--- src/rtl/spart_pkg.sv ---
// Shared SPART definitions: BRG divisor-port addresses, baud select codes and
// the configuration controller state encoding.
package spart_pkg;

    localparam logic [1:0] BRG_ADDR_NONE = 2'b00;
    localparam logic [1:0] BRG_DB_LO     = 2'b10;
    localparam logic [1:0] BRG_DB_HI     = 2'b11;

    localparam logic [1:0] BAUD_4800  = 2'b00;
    localparam logic [1:0] BAUD_9600  = 2'b01;
    localparam logic [1:0] BAUD_19200 = 2'b10;
    localparam logic [1:0] BAUD_38400 = 2'b11;

    typedef enum logic [2:0] {
        IDLE      = 3'd0,
        WAIT_IDLE = 3'd1,
        WR_LO     = 3'd2,
        WR_HI     = 3'd3,
        DONE      = 3'd4,
        CPU_WR    = 3'd5
    } state_t;

endpackage

--- src/rtl/brg_cfg_ctrl.sv ---
// BRG divisor configuration sequencer and write-port arbiter between the
// auto-config sequence (baud select -> two byte writes) and direct CPU byte writes.
module brg_cfg_ctrl
    import spart_pkg::*;
#(
    parameter logic [15:0] DIV_4800     = 16'd1301,
    parameter logic [15:0] DIV_9600     = 16'd650,
    parameter logic [15:0] DIV_19200    = 16'd325,
    parameter logic [15:0] DIV_38400    = 16'd162,
    parameter logic [15:0] IDLE_TIMEOUT = 16'd4096,
    parameter bit          AUTO_INIT    = 1'b1
) (
    input  logic        clk,
    input  logic        rst,
    input  logic [1:0]  baud_sel,
    input  logic        cfg_start,
    input  logic        line_idle,
    input  logic        cpu_req,
    input  logic        cpu_hi,
    input  logic [7:0]  cpu_data,
    output logic        cpu_ack,
    output logic [1:0]  brg_ioaddr,
    output logic [7:0]  brg_databus,
    output logic        cfg_busy,
    output logic        cfg_done,
    output logic        cfg_forced,
    output logic [15:0] cur_div,
    output state_t      dbg_state
);

    // CPU handshake: cpu_req is held with cpu_hi/cpu_data stable until cpu_ack;
    // cpu_ack pulses for one cycle while the byte is on the BRG port, and the
    // CPU must drop cpu_req in the following cycle.

    state_t      r_state;
    state_t      w_next;
    logic        r_auto_pend;
    logic [15:0] r_div;
    logic [15:0] r_cnt;
    logic        r_forced;
    logic [15:0] r_cur_div;
    logic        r_cpu_hi;
    logic [7:0]  r_cpu_byte;
    logic [15:0] w_lut_div;
    logic        w_timeout;
    logic        w_cfg_go;

    always_comb begin
        w_lut_div = DIV_9600;
        case (baud_sel)
            BAUD_4800:  w_lut_div = DIV_4800;
            BAUD_9600:  w_lut_div = DIV_9600;
            BAUD_19200: w_lut_div = DIV_19200;
            BAUD_38400: w_lut_div = DIV_38400;
            default:    w_lut_div = DIV_9600;
        endcase
    end

    // Auto-init is treated as a cfg_start presented on the first edge after reset.
    assign w_cfg_go  = cfg_start || r_auto_pend;
    assign w_timeout = (r_cnt == (IDLE_TIMEOUT - 16'd1));

    always_ff @(posedge clk) begin
        if (!rst) r_state <= IDLE;
        else      r_state <= w_next;
    end

    always_comb begin
        w_next = r_state;
        case (r_state)
            IDLE: begin
                if (w_cfg_go)     w_next = WAIT_IDLE;
                else if (cpu_req) w_next = CPU_WR;
            end
            WAIT_IDLE: if (line_idle || w_timeout) w_next = WR_LO;
            WR_LO:     w_next = WR_HI;
            WR_HI:     w_next = DONE;
            DONE:      w_next = IDLE;
            CPU_WR:    w_next = IDLE;
            default:   w_next = IDLE;
        endcase
    end

    always_ff @(posedge clk) begin
        if (!rst) begin
            r_auto_pend <= AUTO_INIT;
            r_div       <= DIV_9600;
            r_cnt       <= 16'd0;
            r_forced    <= 1'b0;
            r_cur_div   <= DIV_9600;
            r_cpu_hi    <= 1'b0;
            r_cpu_byte  <= 8'd0;
        end else begin
            case (r_state)
                IDLE: begin
                    if (w_cfg_go) begin
                        r_div       <= w_lut_div;
                        r_cnt       <= 16'd0;
                        r_forced    <= 1'b0;
                        r_auto_pend <= 1'b0;
                    end else if (cpu_req) begin
                        r_cpu_hi   <= cpu_hi;
                        r_cpu_byte <= cpu_data;
                        if (cpu_hi) r_cur_div[15:8] <= cpu_data;
                        else        r_cur_div[7:0]  <= cpu_data;
                    end
                end
                WAIT_IDLE: begin
                    if (!line_idle) begin
                        if (w_timeout)              r_forced <= 1'b1;
                        else if (r_cnt != 16'hFFFF) r_cnt    <= r_cnt + 16'd1;
                    end
                end
                WR_HI:   r_cur_div <= r_div;
                default: ;
            endcase
        end
    end

    // BRG port is decoded purely from registered state.
    always_comb begin
        brg_ioaddr  = BRG_ADDR_NONE;
        brg_databus = 8'd0;
        case (r_state)
            WR_LO: begin
                brg_ioaddr  = BRG_DB_LO;
                brg_databus = r_div[7:0];
            end
            WR_HI: begin
                brg_ioaddr  = BRG_DB_HI;
                brg_databus = r_div[15:8];
            end
            CPU_WR: begin
                brg_ioaddr  = r_cpu_hi ? BRG_DB_HI : BRG_DB_LO;
                brg_databus = r_cpu_byte;
            end
            default: ;
        endcase
    end

    assign cpu_ack    = (r_state == CPU_WR);
    assign cfg_done   = (r_state == DONE);
    assign cfg_busy   = (r_state != IDLE);
    assign cfg_forced = r_forced;
    assign cur_div    = r_cur_div;
    assign dbg_state  = r_state;

endmodule

--- config.mk ---
export PLATFORM = sky130hd
export DESIGN_NAME = brg_cfg_ctrl
export DESIGN_NICKNAME = d
export VERILOG_FILES = /design/src/rtl/spart_pkg.sv /design/src/rtl/brg_cfg_ctrl.sv
export SDC_FILE = /design/constraint.sdc
export NUM_CORES = 1
export LEC_CHECK = 0
export BUFFER_PORTS_ARGS = -buffer_cell sky130_fd_sc_hd__buf_2
export CAP_MARGIN = 30
export CORE_MARGIN = 2
export CORE_UTILIZATION = 45
export CTS_CLUSTER_SIZE = 28
export DETAILED_ROUTE_END_ITERATION = 10
export GPL_TIMING_DRIVEN = 0
export PLACE_DENSITY = 0.77
export SYNTH_ARGS = -nofsm -noshare
export SYNTH_HDL_FRONTEND = slang
export SYNTH_SLANG_ARGS = --single-unit
--- constraint.sdc ---
create_clock -name clk -period 2.2 [get_ports clk]
set_input_delay 0.33 -clock clk [delete_from_list [all_inputs] [get_ports clk]]
set_output_delay 0.33 -clock clk [all_outputs]
set_load 0.05 [all_outputs]
Word-level counts from Yosys, hierarchy flattened:

Index checks and enable logic that the tools add are counted.

* register bits after elaboration: 62
* word-level logic and storage cells: 68
* output and inout port bits: 33
* input port bits: 16

* reduce and logical (&&, ||, !) cells: 14
* bitwise logic cells: 1
* add/sub/neg operators: 1
* multiplexer cells: 22
* eq/ne operators: 21

Operators by type and width (count)
* two-way mux 16 bit: 6
* case mux 16 bit (2 select lines): 2
* case mux 16 bit (4 select lines): 1
* case mux 8 bit (3 select lines): 1
* != test 2 bit, second input constant: 10
* adder 16 x 1 -> 16 bit, second input constant: 1
* equality test 16 x 12 -> 1 bit, second input constant: 1
* two-way mux 8 bit: 2
* != test 16 bit, second input constant: 1
* case mux 3 bit (4 select lines): 1
* AND reduction 4 bit: 3
* two-way mux 3 bit: 3
* equality test 3 x 2 -> 1 bit, second input constant: 2
* equality test 3 bit, second input constant: 2
* case mux 2 bit (3 select lines): 1
* AND reduction 5 bit: 1
* equality test 2 bit, second input constant: 2
* two-way mux 1 bit: 4
* AND reduction 2 bit: 2
* nonzero test 2 bit: 2
* equality test 3 x 1 -> 1 bit, second input constant: 1
* logical NOT 3 bit: 1
* != test 3 bit, second input constant: 1
* AND reduction 3 bit: 1
* 6 further kinds: 7

Longest topological paths before layout:

Gate-level depths: netlist of run 1.

* depth after elaboration: 5
* mapped depth: 8
* gate-level depth less buffers: 6

Worst setup path before layout of run 1:

No wires, ideal clock.

* kind: register to output
* start point: reg r_state[0], in the netlist dbg_state[0]
* end point: out brg_databus[1]
* required time: 1870 ps
* path buffers: 3
* cell stages (with the launch flop): 8
* arrival: 2669 ps
* slack: -799 ps
* cells stage by stage: dfxtp_1 buf_4 buf_2 inv_1 nor3_1 clkbuf_1 nand2_1 o21ai_0

* cells in the longest elaborated chain, start to end: 2
* elaborated cells between the ends (all ways): 4
* classes of those cells: 3 x eq/ne; 1 x mux

RTL lines
* start: declaration: RTL line brg_cfg_ctrl.sv:35 `state_t r_state;`
* start signal: assignment: RTL line brg_cfg_ctrl.sv:65 `else r_state <= w_next;`
* equality test 3 bit
* net cpu_ack: RTL line brg_cfg_ctrl.sv:21 `output logic cpu_ack,`
* case mux 8 bit (3 select lines): RTL line brg_cfg_ctrl.sv:124 `case (r_state)`
* end: declaration: RTL line brg_cfg_ctrl.sv:23 `output logic [7:0] brg_databus,`

The timed path passes the listed nets, and every way through them passes these cells.

Final worst setup path of run 1:

* start point: reg r_state[2], in the netlist dbg_state[2]
* end point: out brg_databus[7]

* cells in the longest elaborated chain, start to end: 2
* elaborated cells between the ends (all ways): 4
* classes of those cells: 3 x eq/ne; 1 x mux

RTL lines (RTL line)
* equality test 3 bit / equality test 3 x 2 -> 1 bit (equally long branches): brg_cfg_ctrl.sv:124
* case mux 8 bit (3 select lines) *: brg_cfg_ctrl.sv:124

Every way passes the cells marked *; elsewhere a longest branch is shown, timed or not.

==> impl_results.md, run 1 <==
- Status: completed
- Die Wd: roughly 80 um
- RR Endpoint: r_cnt[8]
- Rows: 27
- First-pass GRT wire length: 12,300 um
- Vias post-DR: 2,613
- Hold_sp: cpu_data[6]
- Reg power frac: approximately 44%
- CTS tree: yes
- Overall routing resource usage: between 20% and 30%
- Min-Delay Path Depth: 3
- ANT nets after route: 0
- M1 GR Usage: 31.0%
- Max incr delay on CP: 0.38 ns
- Worst-Margin Slew: 0.724 ns
- GR peak layer: met2
- Setup TNS: 0 ns
- Pleak: 1.33 nW
- Die Ht: 80.1 um
- Post-Layout Cell Count: ~450
- F_max: 470 MHz
- I/O Pins: 49
- Crit-path slowest cell: dfxtp_2
- Clk buf depth: 2
- Max-cap violation count: 0
- Ys Warns: 0
- Routing usage on met3: 4.27%
- H-Tree Level Count: 2
- Vias in the first global route: 2,478
- Layout cells sized above 1: 26.4%
- Top delay family on crit path: buffers and inverters
- HP Class: input port to register
- Synthesized Nets: 334
- Top cell type's share of synthesized area: about two fifths
- Synth Area in Simple Gates: 25.0%
- Area leader, netlist: dfxtp_1
- Worst Path Arrival: roughly 1.8 ns
- VDD IR max: ~530 uV
- CTS root buf: clkbuf_8
- DRT Pass-1 Iters: 4
- Synthesized-area fraction occupied by adder cells: less than 1%
- Largest family of logic cells by synthesized area: simple AND/OR/NAND/NOR gates
- DRT Wirelength: 7480 um
- Vias per cell: 5.79
- Met2 GRT Util: between 40% and 50%
- Fin Clk Skew: roughly 0.0073 ns
- Worst Hold Endpoint: r_cpu_byte[6]
- Multiplexer share of the synthesized area: 6.14%
- Gate power share: 33.3%
- Fin. Hold Viols: 0
- Nets: 395
- Switching part of the total power: 38.8%
- XOR/XNOR Fraction of Synth Area: 0%
- Remaining DRCs: 0
- Kind of critical path: register to output pin
- Final setup vio count: 0
- Clk pwr share: around 23%
- Internal power: 0.00150 W
- Slew margin rel.: 51.3%
- Crit path time final: 2.13 ns
- CP endpoint kind: output pin
- Post-synth cell types: 52
- Post-synthesis sequential area ratio: 39.9%
- Die ar.: 0.00642 sq mm
- Synth Area in Compound Gates: 23.9%
- Switching pwr: approximately 0.00095 W
- Cts bufs inserted: 5
- EDFF count, synth: 0
- Tot Pwr: 0.00246 W
- Final instance area: 0.00325 sq mm
- Avg WL per Cell: 16.6 um
- Flop2flop setup slack: roughly 0.10 ns
- RSZ-0062 raised after global routing: yes
- DRT iter0 DRCs: 187
- Nature of the critical path startpoint: register
- Most numerous cell in the Yosys netlist: dfxtp_1
- Main flop type after synthesis: dfxtp_1
- Final Slew Violations: 0
- Core region area: 0.00554 sq mm
- P&R area growth vs syn: 24.6%
- Synthesized instance count: ~320
- Area post-placement: 0.00297 sq mm
- Clock Sinks: 52
- Critical path required time: 1.87 ns
- Post-synth ARST share: 0%
- DPL Wire Length: between 5000 and 6000 um
- WP buf/inv: 4
- Initial antenna violation count: 0
- Initial core utilization: 47.1%
- Top cells by area, synth: dfxtp_1, mux2i_1, a21oi_1
- Largest net degree at the start of global routing: 17
- Avg Inst Size Synth: 8.23 sq um
- Routability congestion estimate: 0.879
- Mapped cell area: between 0.002 and 0.003 sq mm
- Crit-path max FO: 10
- R2R cell count: 7
- I/O Buffers: 48
- Clk pin slew, worst setup/hold paths: 0.10 ns
- Worst skew pair latency: 0.32 ns
- Period utilization: 96.8%
- Fin Hold WS: 0.255 ns
- Seq cells post-synth: 52
- Reg-to-Reg Start: dbg_state[0]
- CP Cell Sequence: buf_4 > inv_1 > nor3_4 > clkbuf_16 > a22o_2 > buf_6
- # diodes: 0
- Hold-fix buffers, CTS: 0
- Placed insts: between 400 and 500
- Synth top cells by count: dfxtp_1, nor2_1, nand2_1, a21oi_1, o21ai_0
- PwrDens: approximately 760 mW/mm^2
- Overflow after GRT: 0
-- layout by cell type, fill, tap and decap left out, types with 3 or more instances in the layout --
cell	Yosys	final
inv_1	7	6
o21ai_1	3	3
mux2i_1	16	16
a41oi_1	3	3
nand4_1	10	10
buf_4	1	13
and2_1	5	4
a211oi_1	8	8
dfxtp_2	0	4
o21a_1	5	5
clkbuf_8	0	5
a21o_1	6	6
o21ai_0	19	17
nor3_1	5	3
or4_1	4	4
a21oi_1	25	25
nand2_1	27	26
nand3_1	15	15
nand2b_1	4	3
clkbuf_1	15	11
dfxtp_1	52	47
or3_1	8	7
buf_6	0	4
nor2_1	28	28
a22o_2	0	4
buf_2	5	40
o211ai_1	3	3
o31ai_1	5	5
-- final cells by class --
type,instances,area [sq um]
flip-flops and latches,52,1050
multi-input cells,236,1510
inverters,8,33.8
fillers,529,2290
clock buffers,6,72.6
well taps,72,90.1
clock inverters,2,16.3
repair buffers,55,350
plain buffers,20,130
-- sequential cells by signal (all words and copies together) (netlist names) --
name,cells
r_cnt,16
cur_div,16
r_div,6
r_cpu_hi,1
r_auto_pend,1
cfg_forced,1
r_cpu_byte,8
dbg_state,3
-- kinds of logic after synthesis --
group                    count (synthesis)
flip-flops                              52
buffers and inverters                   29
adder cells (fa/ha/maj)                  1
AND/OR/NAND/NOR                        124
multiplexers                            16
AO/OA/AOI/OAI                           95
-- metal layers --
layer / routed length, um / up-vias
met5: 0 / -
met4: 121 / 0
met3: 393 / 11
met2: 3740 / 77
met1: 3220 / 1234
li1: - / 1291
-- power by group through the flow --
stage / combinational [W] / sequential, W / clock, W
6_report: 0.000818 / 0.00107 / 0.000568
5_1_grt: 0.000883 / 0.00108 / 0.000607
4_1_cts: 0.000773 / 0.00107 / 0.000571
3_5_place_dp: 0.000752 / 0.00109 / 0
3_3_place_gp: 0.000745 / 0.00109 / 0
2_1_floorplan: 0.000423 / 0.00122 / 0
-- through the flow --
stage / utilization (%) / setup slack (ns)
after floorplan: - / -0.0109
after global placement: 53.6 / -0.0863
after detailed placement: 53.6 / -0.115
after CTS: 56.2 / 0.00347
after global routing: 58.6 / -0.0333
final: 58.6 / 0.0709
-- worst min-delay path, delay by kind of cell --
kind / cells / cell delay [ns]
buffers and inverters: 1 / 0.09
and+or+nand+nor: 1 / 0.07
muxes: 1 / 0.06
-- worst max path at each step --
stage,end,depth (start not counted),slack [ns],start
after floorplan,brg_databus[6],4,-0.01,dbg_state[1]
after global placement,r_cnt[4],8,-0.09,r_cnt[0]
after detailed placement,r_cnt[3],8,-0.12,r_cnt[0]
after CTS,r_cnt[3],8,0.003,r_cnt[0]
after global routing,r_cnt[13],8,-0.03,dbg_state[0]
final,brg_databus[7],6,0.07,dbg_state[2]
-- repair_timing --
item                       CTS  global route
gates cloned                 0             1
gates resized for setup     18            25
pin swaps                    1             2
buffers inserted             0             6
setup endpoints to repair   21            28
Note: power is estimated with default switching activity, not from simulation.
==> run 2: changes to the inputs <==
- clock period: 2.2 -> 2.7 ns (I/O delays scaled with it)
==> impl_results.md, run 2 (synthesized netlist as in run 1, its figures left out) <==
- Status: completed
- Crit-path slowest cell: dfxtp_1
- Vias per cell: 5.87 (+1.2%)
- H-Tree Level Count: 2 (unchanged)
- First-pass GRT wire length: 11,800 um (-4.0%)
- PwrDens: 642 mW/mm^2 (-15%)
- Final WS setup: 0.178 ns (+0.107 ns)
- Die Ht: 80.1 um (unchanged)
- Setup bufs post-CTS: 0 (unchanged)
- Overall routing resource usage: 23.5% (-1.1 points)
- Vias in the first global route: 2,531 (+2.1%)
- RR Endpoint: r_cnt[4]
- Commonest cells after routing, fill and taps aside: buf_2, dfxtp_1, nor2_1
- CTS root buf: clkbuf_8
- Crit-path max FO: 10 (unchanged)
- P&R area growth vs syn: 16.8%
- Initial core utilization: 47.1% (unchanged)
- Cts bufs inserted: 5 (unchanged)
- Die Wd: 80.1 um (unchanged)
- DRT iter0 DRCs: 155 (-17%)
- Crit path time final: 2.52 ns
- WP buf/inv: 5 (+1)
- Initial antenna violation count: 0 (unchanged)
- DRT Pass-1 Iters: 4 (unchanged)
- Period utilization: 93.4%
- Remaining DRCs: 0 (unchanged)
- Routability congestion estimate: 0.892 (+1.4%)
- Critical path required time: 2.30 ns (+0.43 ns)
- Core region area: 0.00554 sq mm (unchanged)
- Fin. Hold Viols: 0 (unchanged)
- I/O Pins: 49 (unchanged)
- DP Worst Slack: 0.370 ns (+0.486 ns)
- Most frequent cell on the critical path: buf_2
- Worst-Margin Slew: 0.738 ns (+0.0133 ns)
- Overflow after GRT: 0 (unchanged)
- Clk pin slew, worst setup/hold paths: 0.11 ns (about the same)
- Largest net degree at the start of global routing: 18 (+1)
- Top delay family on crit path: buffers and inverters
- I/O Buffers: 48 (unchanged)
- Vias post-DR: 2,610 (-0.11%)
- Pleak: 1.27 nW (-5.0%)
- Clock Sinks: 52 (unchanged)
- R2R cell count: 8 (+1)
- Setup TNS: 0 ns (unchanged)
- Clk buf depth: 2 (unchanged)
- Worst Hold Endpoint: r_cpu_byte[0]
- HP Class: input port to register
- ANT nets after route: 0 (unchanged)
- Tot Pwr: 0.00196 W (-20%)
- Layout cells sized above 1: 19.3% (-7.1 points)
- Nets: 389 (-1.5%)
- Max-cap violation count: 0 (unchanged)
- RSZ-0062 raised after global routing: no
- # diodes: 0 (unchanged)
- Worst skew pair latency: 0.32 ns (about the same)
- Final setup vio count: 0 (unchanged)
- Hold_sp: cpu_data[0]
- Fin Hold WS: 0.336 ns (+0.0806 ns)
- Min-Delay Path Depth: 3 (unchanged)
- Rows: 27 (unchanged)
- Die ar.: 0.00642 sq mm (unchanged)
- CP Cell Sequence: buf_4 > clkbuf_4 > inv_1 > nor3_2 > buf_2 > a22o_1 > buf_2
- DPL Wire Length: 5330 um (+0.73%)
- Reg-to-Reg Start: r_cnt[0]
- Avg WL per Cell: 16.3 um (-1.9%)
- Worst Path Arrival: 2.12 ns (+0.32 ns)
- Flop2flop setup slack: 0.34 ns (+0.24 ns)
- Nature of the critical path startpoint: register
- CTS tree: yes
- Slew margin rel.: 50.4% (-0.86 points)
- DRT Wirelength: 7240 um (-3.2%)
- Kind of critical path: register to output pin
- Fin Clk Skew: 0.0129 ns (+0.00556 ns)
- CP endpoint kind: output pin
- Final Slew Violations: 0 (unchanged)
- Max incr delay on CP: 0.40 ns (+0.02 ns)
- VDD IR max: 465 uV (-12%)
- F_max: 397 MHz
- Layout fillers: 541 (+2.3%)
==> run 2: cell count changes in the layout (fill, tap and decap cells not counted), moves of 4 or more <==
cell	before	now
a22o_1	1	5
a22o_2	4	0
buf_2	40	52
buf_4	13	1
buf_6	4	0
clkbuf_1	11	15
dfxtp_1	47	52
dfxtp_2	4	0
==> run 2: what timing repair did <==
| action | 4_1_cts | 5_1_grt |
|---|---|---|
| gates resized for setup | 0 | 4 |
| endpoints found under the setup margin | 0 | 10 |
| hold endpoints to repair | 0 | 0 |
| hold buffers | 0 | 0 |
==> run 2: where the power goes <==
group          internal (W)  leakage (nW)  total [W]  switching, W
sequential         0.000823         0.423   0.000868     0.0000454
clock              0.000191        0.0462   0.000469      0.000279
combinational      0.000175         0.798   0.000619      0.000444
total               0.00119          1.27    0.00196      0.000768
==> run 2: cell type report <==
type	instances	area [sq um]	area share, %
Multi-Input combinational cell	236	1460	47.9
Sequential cell	52	1040	34.2
Inverter	8	30.0	0.986
Clock buffer	6	72.6	2.38
Tap cell	72	90.1	2.96
Clock inverter	2	17.5	0.575
Buffer	21	92.6	3.04
Timing Repair Buffer	48	243	7.97
==> run 2: through the flow <==
step	util, %	cell area (sq um)	std cells
after CTS	54.8	3040	445
final	55.0	3050	445
after detailed placement	53.2	2950	437
after global placement	53.2	2950	437
after global routing	55.0	3050	445
after floorplan	-	2620	317
==> run 2: worst max-delay path by stage <==
stage | start | endpoint | slack [ns] | cells past startpoint
after floorplan | dbg_state[0] | brg_databus[3] | 0.02 | 6
after global placement | r_cnt[0] | r_cnt[3] | 0.39 | 8
after detailed placement | dbg_state[0] | brg_databus[1] | 0.37 | 8
after CTS | dbg_state[0] | brg_databus[1] | 0.03 | 8
after global routing | dbg_state[0] | brg_databus[5] | 0.03 | 7
final | dbg_state[0] | brg_databus[3] | 0.18 | 7
==> run 2: metal layers <==
layer  GRT usage [%]  part of all wire, %
met2            41.8                   50
met4            5.93                  1.2
met1            28.4                   43
met5               0                    0
met3            5.17                  5.7
==> run 2: worst min-delay path: cells and delay by family <==
family | cells | cell delay, ns
AND/OR/NAND/NOR | 1 | 0.07
buffers and inverters | 1 | 0.09
multiplexers | 1 | 0.06
==> run 3: changes to the inputs <==
- CELL_PAD_IN_SITES_DETAIL_PLACEMENT: unset -> 2
- CELL_PAD_IN_SITES_GLOBAL_PLACEMENT: unset -> 2
- CORE_UTILIZATION: 45 -> 35
- CTS_BUF_LIST: unset -> sky130_fd_sc_hd__clkbuf_16
- PLACE_DENSITY: 0.77 -> 0.95
==> impl_results.md, run 3 (synthesized netlist as in run 1, its figures left out) <==
- Setup bufs post-CTS: 0 (unchanged)
- Avg WL per Cell: 22.0 um (+35%)
- Overflow after GRT: 0 (unchanged)
- Core region area: 0.00721 sq mm (+30%)
- H-Tree Level Count: 2 (unchanged)
- Worst skew pair latency: 0.30 ns (-0.02 ns)
- Kind of critical path: register to output pin
- Layout cells sized above 1: 19.1% (-0.22 points)
- Vias post-DR: 2,781 (+6.6%)
- Critical path required time: 2.30 ns (about the same)
- PwrDens: 699 mW/mm^2 (+8.8%)
- Switching part of the total power: 38.8% (-0.45 points)
- Worst-Margin Slew: 0.767 ns (+0.0290 ns)
- Clk buf depth: 2 (unchanged)
- Routability congestion estimate: 0.896 (+0.45%)
- Flop2flop setup slack: 0.30 ns (-0.04 ns)
- I/O Pins: 49 (unchanged)
- I/O Buffers: 48 (unchanged)
- Fin. Hold Viols: 0 (unchanged)
- CTS root buf: clkbuf_16
- Tot Pwr: 0.00218 W (+12%)
- HP Class: input port to register
- Die Ht: 90.3 um (+13%)
- Min-Delay Path Depth: 3 (unchanged)
- Vias per cell: 5.90 (+0.67%)
- ANT nets after route: 0 (unchanged)
- DRT Wirelength: 10,400 um (+43%)
- Overall routing resource usage: 25.8% (+2.3 points)
- Clock Sinks: 52 (unchanged)
- Initial antenna violation count: 0 (unchanged)
- Vias in the first global route: 3,010 (+19%)
- Initial core utilization: 36.1% (-11 points)
- Final setup vio count: 0 (unchanged)
- Final Slew Violations: 0 (unchanged)
- CTS tree: yes
- DPL Wire Length: 7450 um (+40%)
- # diodes: 0 (unchanged)
- Switching pwr: 0.000847 W (+10%)
- Clk pin slew, worst setup/hold paths: 0.07 ns (-0.04 ns)
- Crit path time final: 2.60 ns (+0.0742 ns)
- Period utilization: 96.1% (+2.7 points)
- Crit-path max FO: 10 (unchanged)
- Commonest cells after routing, fill and taps aside: buf_2, dfxtp_1, nor2_1
- Slew margin rel.: 48.8% (-1.7 points)
- Hold_sp: cpu_data[4]
- Gate power share: 30.2% (-1.4 points)
- First-pass GRT wire length: 16,600 um (+41%)
- Die Wd: 90.3 um (+13%)
- P&R area growth vs syn: 19.8%
- VDD IR max: 303 uV (-35%)
- DRT Pass-1 Iters: 4 (unchanged)
- Pleak: 1.28 nW (+0.95%)
- Cts bufs inserted: 5 (unchanged)
- Worst Path Arrival: 2.19 ns (+0.07 ns)
- Die ar.: 0.00816 sq mm (+27%)
- Max-cap violation count: 0 (unchanged)
- F_max: 385 MHz (-2.9%)
- DRT iter0 DRCs: 78 (-50%)
- Largest net degree at the start of global routing: 20 (+2)
- Internal power: 0.00134 W (+12%)
- Nets: 388 (-0.26%)
- CP endpoint kind: output pin
- Rows: 31 (+15%)
- Worst Hold Endpoint: r_cpu_byte[4]
- RR Endpoint: r_cnt[0]
- Nature of the critical path startpoint: register
- Remaining DRCs: 0 (unchanged)
- Status: completed
- Reg power frac: 40.2% (-4.2 points)
- R2R cell count: 8 (unchanged)
- Fin Clk Skew: 0.00744 ns (-0.00543 ns)
- Reg-to-Reg Start: r_cnt[0]
- Clk pwr share: 29.6% (+5.6 points)
- Fin Hold WS: 0.385 ns (+0.0498 ns)
-- run 3: worst max path at each step --
stage,start,end,slack (ns),cells past startpoint
2_1_floorplan,dbg_state[0],brg_databus[3],0.02,6
5_1_grt,dbg_state[1],brg_databus[3],-0.02,5
6_report,dbg_state[1],brg_databus[3],0.10,5
3_3_place_gp,dbg_state[0],brg_databus[4],0.40,7
3_5_place_dp,dbg_state[0],brg_databus[1],0.31,8
4_1_cts,dbg_state[0],brg_databus[1],0.10,7
-- run 3: per-stage QoR --
stage | std cells | worst slack, ns | util [%] | TNS, ns | cell area (sq um)
after global routing | 471 | -0.0160 | 43.3 | -0.0418 | 3120
after global placement | 464 | 0.397 | 41.3 | 0 | 2980
after CTS | 471 | 0.104 | 43.2 | 0 | 3120
final | 471 | 0.104 | 43.3 | 0 | 3120
after floorplan | 317 | 0.0226 | - | 0 | 2620
after detailed placement | 464 | 0.307 | 41.3 | 0 | 2980
-- run 3: timing repair --
| action | in CTS | in global routing |
|---|---|---|
| resized for setup | 0 | 1 |
| hold buffers | 0 | 0 |
| endpoints found under the setup margin | 9 | 8 |
-- run 3: power groups by stage --
stage          sequential, W  combinational (W)  clock, W
4_1_cts             0.000878           0.000657  0.000660
6_report            0.000879           0.000659  0.000646
3_5_place_dp        0.000893           0.000649         0
2_1_floorplan       0.000995           0.000340         0
5_1_grt             0.000885           0.000703  0.000686
3_3_place_gp        0.000889           0.000615         0
-- run 3: cell type report --
class                   count  area, sq um
repair buffers             48          240
fillers                   869         4090
inverters                   8         30.0
plain buffers              20         85.1
clock buffers               5          125
flip-flops and latches     52         1040
clock inverters             3         18.8
multi-input cells         236         1460
well taps                  99          124
-- run 3: layer usage --
metal / global-route usage [%] / vias to the layer above / share of wire [%]
met5: 0 / - / 0
met4: 9.49 / 0 / 3.0
met3: 4.84 / 23 / 4.5
met2: 46.7 / 91 / 52
met1: 30.1 / 1392 / 40
li1: - / 1275 / -
-- run 3: worst max-delay path, cell delays in order, from the launching register on --
cell	delay [ns]
dfxtp_1	0.46
clkbuf_1	0.45
nor2b_1	0.25
and2_1	0.28
a22o_1	0.19
buf_2	0.27
